File: src/rtl/stage_ctrl_param_if.sv
// Event and control bundle between the pipeline hazard logic and the stall/flush controller.
// Latency: none; this is wiring only.
// Backpressure: none; every signal is sampled or presented every cycle.
//
// Ports grouped here:
//   isMiss, isDataHazard, isBranchHazard, mcStart, mcLatency : events into the controller
//   stall, flush, mcBusy, branchDelayed                       : per-stage control out of the controller
// Modports: master = pipeline side (raises events), slave = controller.
interface stage_ctrl_param_if #(
  parameter int STAGE_NUM    = 5,
  parameter int MC_LAT_WIDTH = 6
);
  logic                    isMiss;
  logic                    isDataHazard;
  logic                    isBranchHazard;
  logic                    mcStart;
  logic [MC_LAT_WIDTH-1:0] mcLatency;
  logic [STAGE_NUM-1:0]    stall;
  logic [STAGE_NUM-1:0]    flush;
  logic                    mcBusy;
  logic                    branchDelayed;

  modport master (
    output isMiss, isDataHazard, isBranchHazard, mcStart, mcLatency,
    input  stall, flush, mcBusy, branchDelayed
  );

  modport slave (
    input  isMiss, isDataHazard, isBranchHazard, mcStart, mcLatency,
    output stall, flush, mcBusy, branchDelayed
  );
endinterface

File: src/rtl/stage_ctrl_param.sv
// Pipeline stall/flush controller: turns miss, data hazard, branch hazard and
// multi-cycle execute events into per-stage stall/flush vectors.
// Latency: stall/flush/mcBusy are combinational (same cycle); branchDelayed is one cycle.
// Backpressure: none; the controller itself is the source of pipeline backpressure.
//
// Ports:
//   clk     : clock
//   rstN    : asynchronous active-low reset; forces stall=0, flush=all ones, mcBusy=0
//   ctrl_if : slave side of stage_ctrl_param_if (events in, stall/flush/mcBusy/branchDelayed out)
module stage_ctrl_param #(
  parameter int STAGE_NUM         = 5,
  parameter int DATA_HAZARD_STAGE = 1,
  parameter int MC_STAGE          = 2,
  parameter int MISS_FLUSH_STAGES = 2,
  parameter int MC_LAT_WIDTH      = 6
) (
  input  logic                 clk,
  input  logic                 rstN,
  stage_ctrl_param_if.slave    ctrl_if
);

  // Bits 0..n-1 set.
  function automatic logic [STAGE_NUM-1:0] low_mask(input int n);
    logic [STAGE_NUM-1:0] m;
    m = '0;
    for (int i = 0; i < STAGE_NUM; i++) begin
      if (i < n) m[i] = 1'b1;
    end
    return m;
  endfunction

  // Only bit n set (or nothing if n is outside the vector).
  function automatic logic [STAGE_NUM-1:0] one_hot(input int n);
    logic [STAGE_NUM-1:0] m;
    m = '0;
    for (int i = 0; i < STAGE_NUM; i++) begin
      if (i == n) m[i] = 1'b1;
    end
    return m;
  endfunction

  localparam logic [STAGE_NUM-1:0] MISS_FLUSH = low_mask(MISS_FLUSH_STAGES);
  localparam logic [STAGE_NUM-1:0] MC_STALL   = low_mask(MC_STAGE + 1);
  localparam logic [STAGE_NUM-1:0] MC_FLUSH   = one_hot(MC_STAGE + 1);
  localparam logic [STAGE_NUM-1:0] DH_STALL   = low_mask(DATA_HAZARD_STAGE + 1);
  localparam logic [STAGE_NUM-1:0] DH_FLUSH   = one_hot(DATA_HAZARD_STAGE);
  localparam logic [STAGE_NUM-1:0] STAGE0     = one_hot(0);

  logic                    branch_delayed_q, branch_delayed_d;
  logic [MC_LAT_WIDTH-1:0] mc_cnt_q, mc_cnt_d;

  logic                    mc_launch;
  logic                    mc_active;
  logic [STAGE_NUM-1:0]    stall_vec;
  logic [STAGE_NUM-1:0]    flush_vec;
  logic                    mc_busy;

  always_ff @(posedge clk or negedge rstN) begin
    if (!rstN) begin
      branch_delayed_q <= 1'b0;
      mc_cnt_q         <= '0;
    end else begin
      branch_delayed_q <= branch_delayed_d;
      mc_cnt_q         <= mc_cnt_d;
    end
  end

  always_comb begin
    // A new operation only launches from idle; the launch cycle itself is busy
    // and the counter then covers the remaining latency-1 cycles.
    mc_launch = ctrl_if.mcStart && (ctrl_if.mcLatency != '0) && (mc_cnt_q == '0);
    mc_active = mc_launch || (mc_cnt_q != '0);

    stall_vec = '0;
    flush_vec = '0;
    mc_busy   = 1'b0;

    if (!rstN) begin
      flush_vec = '1;
    end else if (ctrl_if.isMiss) begin
      flush_vec = MISS_FLUSH;
    end else if (mc_active) begin
      stall_vec = MC_STALL;
      flush_vec = MC_FLUSH;
      mc_busy   = 1'b1;
    end else if (ctrl_if.isDataHazard) begin
      stall_vec = DH_STALL;
      flush_vec = DH_FLUSH;
    end else begin
      // Hold fetch while the branch is unresolved; squash it once the
      // delayed copy says the previous fetch was down the wrong path.
      if (ctrl_if.isBranchHazard) stall_vec = STAGE0;
      if (branch_delayed_q)       flush_vec = STAGE0;
    end

    branch_delayed_d = ctrl_if.isMiss ? 1'b0 : ctrl_if.isBranchHazard;

    mc_cnt_d = mc_cnt_q;
    if (ctrl_if.isMiss) begin
      mc_cnt_d = '0;
    end else if (mc_cnt_q != '0) begin
      mc_cnt_d = mc_cnt_q - MC_LAT_WIDTH'(1);
    end else if (mc_launch) begin
      mc_cnt_d = ctrl_if.mcLatency - MC_LAT_WIDTH'(1);
    end
  end

  assign ctrl_if.stall         = stall_vec;
  assign ctrl_if.flush         = flush_vec;
  assign ctrl_if.mcBusy        = mc_busy;
  assign ctrl_if.branchDelayed = branch_delayed_q;

endmodule

File: src/flat_wrapper.sv
// flat-port wrapper written by rule: the top's interface ports become plain ports
module stage_ctrl_param_flat 
#(
  parameter int STAGE_NUM         = 5,
  parameter int DATA_HAZARD_STAGE = 1,
  parameter int MC_STAGE          = 2,
  parameter int MISS_FLUSH_STAGES = 2,
  parameter int MC_LAT_WIDTH      = 6
)
  (clk, rstN, ctrl_if_isMiss, ctrl_if_isDataHazard, ctrl_if_isBranchHazard, ctrl_if_mcStart, ctrl_if_mcLatency, ctrl_if_stall, ctrl_if_flush, ctrl_if_mcBusy, ctrl_if_branchDelayed);
  stage_ctrl_param_if #(.STAGE_NUM(STAGE_NUM), .MC_LAT_WIDTH(MC_LAT_WIDTH)) ctrl_if_i ();
  input  logic clk;
  input  logic rstN;
  input wire logic [$bits(ctrl_if_i.isMiss)-1:0] ctrl_if_isMiss;
  input wire logic [$bits(ctrl_if_i.isDataHazard)-1:0] ctrl_if_isDataHazard;
  input wire logic [$bits(ctrl_if_i.isBranchHazard)-1:0] ctrl_if_isBranchHazard;
  input wire logic [$bits(ctrl_if_i.mcStart)-1:0] ctrl_if_mcStart;
  input wire logic [$bits(ctrl_if_i.mcLatency)-1:0] ctrl_if_mcLatency;
  output wire logic [$bits(ctrl_if_i.stall)-1:0] ctrl_if_stall;
  output wire logic [$bits(ctrl_if_i.flush)-1:0] ctrl_if_flush;
  output wire logic [$bits(ctrl_if_i.mcBusy)-1:0] ctrl_if_mcBusy;
  output wire logic [$bits(ctrl_if_i.branchDelayed)-1:0] ctrl_if_branchDelayed;
  assign ctrl_if_i.isMiss = ctrl_if_isMiss;
  assign ctrl_if_i.isDataHazard = ctrl_if_isDataHazard;
  assign ctrl_if_i.isBranchHazard = ctrl_if_isBranchHazard;
  assign ctrl_if_i.mcStart = ctrl_if_mcStart;
  assign ctrl_if_i.mcLatency = ctrl_if_mcLatency;
  assign ctrl_if_stall = ctrl_if_i.stall;
  assign ctrl_if_flush = ctrl_if_i.flush;
  assign ctrl_if_mcBusy = ctrl_if_i.mcBusy;
  assign ctrl_if_branchDelayed = ctrl_if_i.branchDelayed;
  stage_ctrl_param #(.STAGE_NUM(STAGE_NUM), .DATA_HAZARD_STAGE(DATA_HAZARD_STAGE), .MC_STAGE(MC_STAGE), .MISS_FLUSH_STAGES(MISS_FLUSH_STAGES), .MC_LAT_WIDTH(MC_LAT_WIDTH)) u_core (.clk(clk), .rstN(rstN), .ctrl_if(ctrl_if_i));
endmodule
File: config.mk
export PLATFORM = sky130hd
export DESIGN_NAME = stage_ctrl_param_flat
export DESIGN_NICKNAME = d
export VERILOG_FILES = /design/src/rtl/stage_ctrl_param_if.sv /design/src/rtl/stage_ctrl_param.sv /design/src/flat_wrapper.sv
export SDC_FILE = /design/constraint.sdc
export NUM_CORES = 1
export LEC_CHECK = 0
export BUFFER_PORTS_ARGS = -buffer_cell sky130_fd_sc_hd__buf_4
export CAP_MARGIN = 20
export CORE_AREA = 2 2 39 41
export DETAILED_ROUTE_END_ITERATION = 8
export DIE_AREA = 0 0 41 43
export HOLD_SLACK_MARGIN = 0.03
export PLACE_DENSITY_LB_ADDON = 0.3
export SLEW_MARGIN = 20
export SYNTH_ARGS = -nofsm -noshare
export SYNTH_HDL_FRONTEND = slang
export SYNTH_SLANG_ARGS = --single-unit
File: constraint.sdc
create_clock -name clk -period 4.04 [get_ports clk]
set_clock_uncertainty 0.05 [all_clocks]
set_input_delay 0.202 -clock clk [delete_from_list [all_inputs] [get_ports clk]]
set_output_delay 0.202 -clock clk [all_outputs]
set_load 0.02 [all_outputs]
# Word level (Yosys, flattened, before mapping)
# Cells that the tools add are included.
word_totals:
  ff_bits: 7
  in_bits: 12
  elab_cells: 28
op_classes:
  n_addsub: 2
  n_mux: 17
  n_reduce_logical: 7
ops:
  columns: ["cell", "count"]
  rows:
  - ["two-way mux 5 bit", 8]
  - ["two-way mux 6 bit", 3]
  - ["nonzero test 6 bit", 2]
  - ["subtractor 6 x 1 -> 6 bit (second input constant)", 2]
  - ["logical NOT 6 bit", 1]
  - ["two-way mux 1 bit", 6]
  - ["nonzero test 3 bit", 1]
  - ["logical AND 1 bit", 2]
  - ["logical OR 1 bit", 1]

# Longest topological paths before layout
logic_depth:
  depth_word: 7
  mapped_depth: 6
  mapped_depth_nobuf: 4

# Worst setup path before layout
# No wires, ideal clock.
synth_timing:
  path_type: "input port to output port"
  start: "input port ctrl_if_mcLatency[1]"
  end: "output port ctrl_if_stall[2]"
  arrival_ns: 1.581
  t_required_ns: 3.788
  slack_ns: 2.207
  stages: 6
  n_path_buf: 2
  path_cell_list: "or4_1 buf_2 o31a_4 nor2_1 nor2_1 buf_4"
synth_between:
  elab_chain_len: 7
synth_lines:
  columns: ["element", "line", "text"]
  rows:
  - ["from (decl)", "flat_wrapper.sv:18", "input wire logic [$bits(ctrl_if_i.mcLatency)-1:0] ctrl_if_mcLatency;"]
  - ["nonzero test 6 bit", "stage_ctrl_param.sv:71", "mc_launch = ctrl_if.mcStart && (ctrl_if.mcLatency != '0) && (mc_cnt_q == '0);"]
  - ["logical AND 1 bit (2 in series)", "stage_ctrl_param.sv:71", null]
  - ["logical OR 1 bit", "stage_ctrl_param.sv:72", "mc_active = mc_launch || (mc_cnt_q != '0);"]
  - ["two-way mux 5 bit", "stage_ctrl_param.sv:82", "end else if (mc_active) begin"]
  - ["two-way mux 5 bit", "stage_ctrl_param.sv:80", "end else if (ctrl_if.isMiss) begin"]
  - ["two-way mux 5 bit", "stage_ctrl_param.sv:78", "if (!rstN) begin"]
  - ["to (decl)", "flat_wrapper.sv:19", "output wire logic [$bits(ctrl_if_i.stall)-1:0] ctrl_if_stall;"]
# No other way between the ends.

# Worst setup path in the final report
layout_timing:
  start: "register u_core.mc_cnt_q[4]"
  end: "output port ctrl_if_flush[0]"
layout_between:
  elab_chain_len: 6
  elab_cells_between_ends: 7
  classes_between: "mux: 3; reduce/logical: 4"
layout_lines:
  columns: ["element", "line", "text"]
  rows:
  - ["from (decl)", "stage_ctrl_param.sv:50", "logic [MC_LAT_WIDTH-1:0] mc_cnt_q, mc_cnt_d;"]
  - ["from (signal assigned)", "stage_ctrl_param.sv:64", "mc_cnt_q <= mc_cnt_d;"]
  - ["logical NOT 6 bit", "stage_ctrl_param.sv:71", null]
  - ["logical AND 1 bit", "stage_ctrl_param.sv:71", null]
  - ["logical OR 1 bit *", "stage_ctrl_param.sv:72", null]
  - ["two-way mux 5 bit *", "stage_ctrl_param.sv:82", null]
  - ["two-way mux 5 bit *", "stage_ctrl_param.sv:80", null]
  - ["two-way mux 5 bit *", "stage_ctrl_param.sv:78", null]
  - ["to (decl)", "flat_wrapper.sv:20", "output wire logic [$bits(ctrl_if_i.flush)-1:0] ctrl_if_flush;"]
# Mark *: on every way between the ends. The rest lies on a longest branch, timed or not.

==> metrics <==
fmax=0.4827 GHz; clk sinks=7; first-pass GRT wire length=1690 microns; CP max-delay cell=nor4_4; Post-Syn Area per Cell=9.451 sq um; GR Overflow Total=0; number of global-route vias before repair=420; Synth Area in XOR/XNOR=4.965%; Hold Crit Class=primary input to register; share of layout cells above drive strength 1=41.03%; Power Density=567.6 nW/um^2; post-cts sizing count=0; post-synthesis sequential area ratio=33.10%; Lkg Pwr=0.3372 nW; Hold-fix buffers, CTS=1; hold_ws=0.06814 ns; top post-synthesis cells by count=7 x dfrtp_1, 7 x nor2_1, 4 x a21oi_1, 4 x buf_4, 3 x nand2_1; Rows=14; Final Core Density=51.45%; Inserted Clock Buffers=3; Design Power=0.4041 mW; Final Wtd Congestion=0.7567; setup bufs post-CTS=0; Crit Path Class=register to primary output; outcome=complete, no violations; Worst VDD drop=0.0002439 V; RR Startpoint=u_core.mc_cnt_q[4]; die area=1763 sq um; Final Routed Wirelength=1042 microns; All-Layer GR Usage=14.29%; Initial Util=38.25%; maximum fanout along the worst path=6; fin nets=91; worst reg2reg path endpoint=u_core.mc_cnt_q[5]; Critical Path RT=3.79 ns; Yosys warnings=0; CTS H-tree depth=1; Post-Synthesis Cells=56; routed via count=461; Synth Area in Compound Gates=26.95%; drt initial violations=5; Cell Area, Placed=675.6 sq um; post-route cell area=711.9 sq um; Synth async-reset ratio=100.0%; Reg2Reg Setup Slack=2.16 ns; Worst-path clk slew=0.05 ns; crit start category=register; root buffer cell=clkbuf_4; ratio of final minimum period to clock period=51.28%; Synth Register Bits=7; adder-cell share of the synthesized area=0%; IO Count=24; fillers=134; combinational family with the most area after synthesis=compound AO/OA/AOI/OAI gates; fraction of synthesized area in multiplexers=0%; Core ar.=1384 sq um; clock latency on the worst-skew pair=0.25 ns; leading area contributor after synthesis=dfrtp_1; Cell variety after synth=29; CTS Buffer Depth=2; post-synth top area share=33.10%; Synth Area in Simple Gates=26.24%; Worst path max stage delay=0.50 ns; Top FF cell, synth=dfrtp_1; DR vias/cell=4.904; DRT Pass-1 Iters=3; CP Capture Type=primary output; post-route antenna net violation count=0; initial antenna violation count=0; Final HPWL DP=873.3 microns; endpoints failing setup=0; Mapped Area=529.3 sq um; DRC viols=0; Critical Path Sink=ctrl_if_flush[0]; post-route setup TNS=0 ns; Area Overhead vs Synth=34.52%; Hold Vio Cnt, Final=0; reg2reg path depth=4; final count of pins violating max slew=0; RSZ-0062 raised after global routing=false; pin count of the biggest net entering global routing=11; Worst Path Arrival=1.82 ns; top cells by area, synth=dfrtp_1 33%, buf_4 5.7%, nor2_1 5.0%; fin crit period=2.072 ns; Die Width=41 microns; EDFF count, synth=0; wire per inst=11.09 microns; # diodes=0; PortBufs=21; Max-Cap Viols=0; CTS tree=built; crit path from=u_core.mc_cnt_q[4]; Die H=43 microns; CP Cell Sequence=nor4_4, nand2_4, nor3_4, a21o_1, buf_4
==> final cells by class <==
type | count | area, sq um | area share [%]
Multi-Input combinational cell | 43 | 315.3 | 44.29
Tap cell | 16 | 20.02 | 2.812
Clock buffer | 4 | 26.28 | 3.691
Timing Repair Buffer | 22 | 167.7 | 23.55
Inverter | 2 | 7.507 | 1.054
Sequential cell | 7 | 175.2 | 24.60
==> worst max-delay path, delay by kind of cell (launching register included) <==
kind | cells | cell delay, ns
AO/OA/AOI/OAI | 1 | 0.14
AND/OR/NAND/NOR | 3 | 0.85
buffers and inverters | 1 | 0.13
flip-flops | 1 | 0.45
==> kinds of logic (layout without fill, tap and decap cells) <==
family                    count (synthesis)  in the layout
AOI/OAI and AO/OA                        17             17
buffers and inverters                     7             28
other                                     1              2
DFF                                       7              7
xor gates and xnor gates                  3              3
and+or+nand+nor                          21             21
==> report_power, final <==
| group | total [mW] | internal [mW] | switching (mW) |
|---|---|---|---|
| logic | 0.217 | 0.0954 | 0.121 |
| clock network | 0.0640 | 0.0377 | 0.0263 |
| registers | 0.123 | 0.0925 | 0.0307 |
| total | 0.404 | 0.226 | 0.178 |
==> cells in the final DEF (no fill, tap or decap), types with 2 or more instances in the layout <==
| cell | Yosys | routed |
|---|---|---|
| nand2_1 | 3 | 3 |
| buf_4 | 4 | 21 |
| xnor2_1 | 2 | 2 |
| a21o_1 | 2 | 2 |
| o21ai_0 | 2 | 2 |
| o31ai_1 | 2 | 2 |
| dfrtp_1 | 7 | 7 |
| conb_1 | 1 | 2 |
| nor2_1 | 7 | 7 |
| a21oi_1 | 4 | 4 |
| clkbuf_4 | 0 | 3 |
| inv_1 | 2 | 2 |
| or3_1 | 2 | 2 |
| nor3_1 | 2 | 2 |
==> registers in the layout, indices dropped and copies added (netlist names) <==
name	count
u_core.mc_cnt_q	6
u_core.ctrl_if.branchDelayed	1
==> metal layers <==
| layer | GRT usage (%) | part of all wire [%] | vias to the layer above |
|---|---|---|---|
| met5 | 0 | 0 | - |
| met3 | 3.141 | 4.4 | 2 |
| met2 | 19.69 | 47 | 15 |
| met1 | 18.87 | 46 | 200 |
| li1 | - | - | 244 |
| met4 | 10.00 | 2.4 | 0 |
==> how the worst min path moves through the flow <==
| stage | startpoint | endpoint | cells past startpoint |
|---|---|---|---|
| 3_3_place_gp | rstN | u_core.ctrl_if.branchDelayed | 1 |
| 6_report | ctrl_if_isMiss | u_core.ctrl_if.branchDelayed | 2 |
| 4_1_cts | ctrl_if_isMiss | u_core.ctrl_if.branchDelayed | 2 |
| 5_1_grt | ctrl_if_isMiss | u_core.ctrl_if.branchDelayed | 2 |
| 3_5_place_dp | rstN | u_core.ctrl_if.branchDelayed | 1 |
| 2_1_floorplan | rstN | u_core.ctrl_if.branchDelayed | 0 |
==> through the flow <==
| step | setup slack [ns] | std cells |
|---|---|---|
| 3_5_place_dp | 2.045 | 89 |
| 2_1_floorplan | 2.207 | 57 |
| 6_report | 1.968 | 94 |
| 5_1_grt | 1.838 | 94 |
| 4_1_cts | 1.959 | 94 |
| 3_3_place_gp | 2.057 | 89 |
Note: power is estimated with default switching activity, not from simulation.
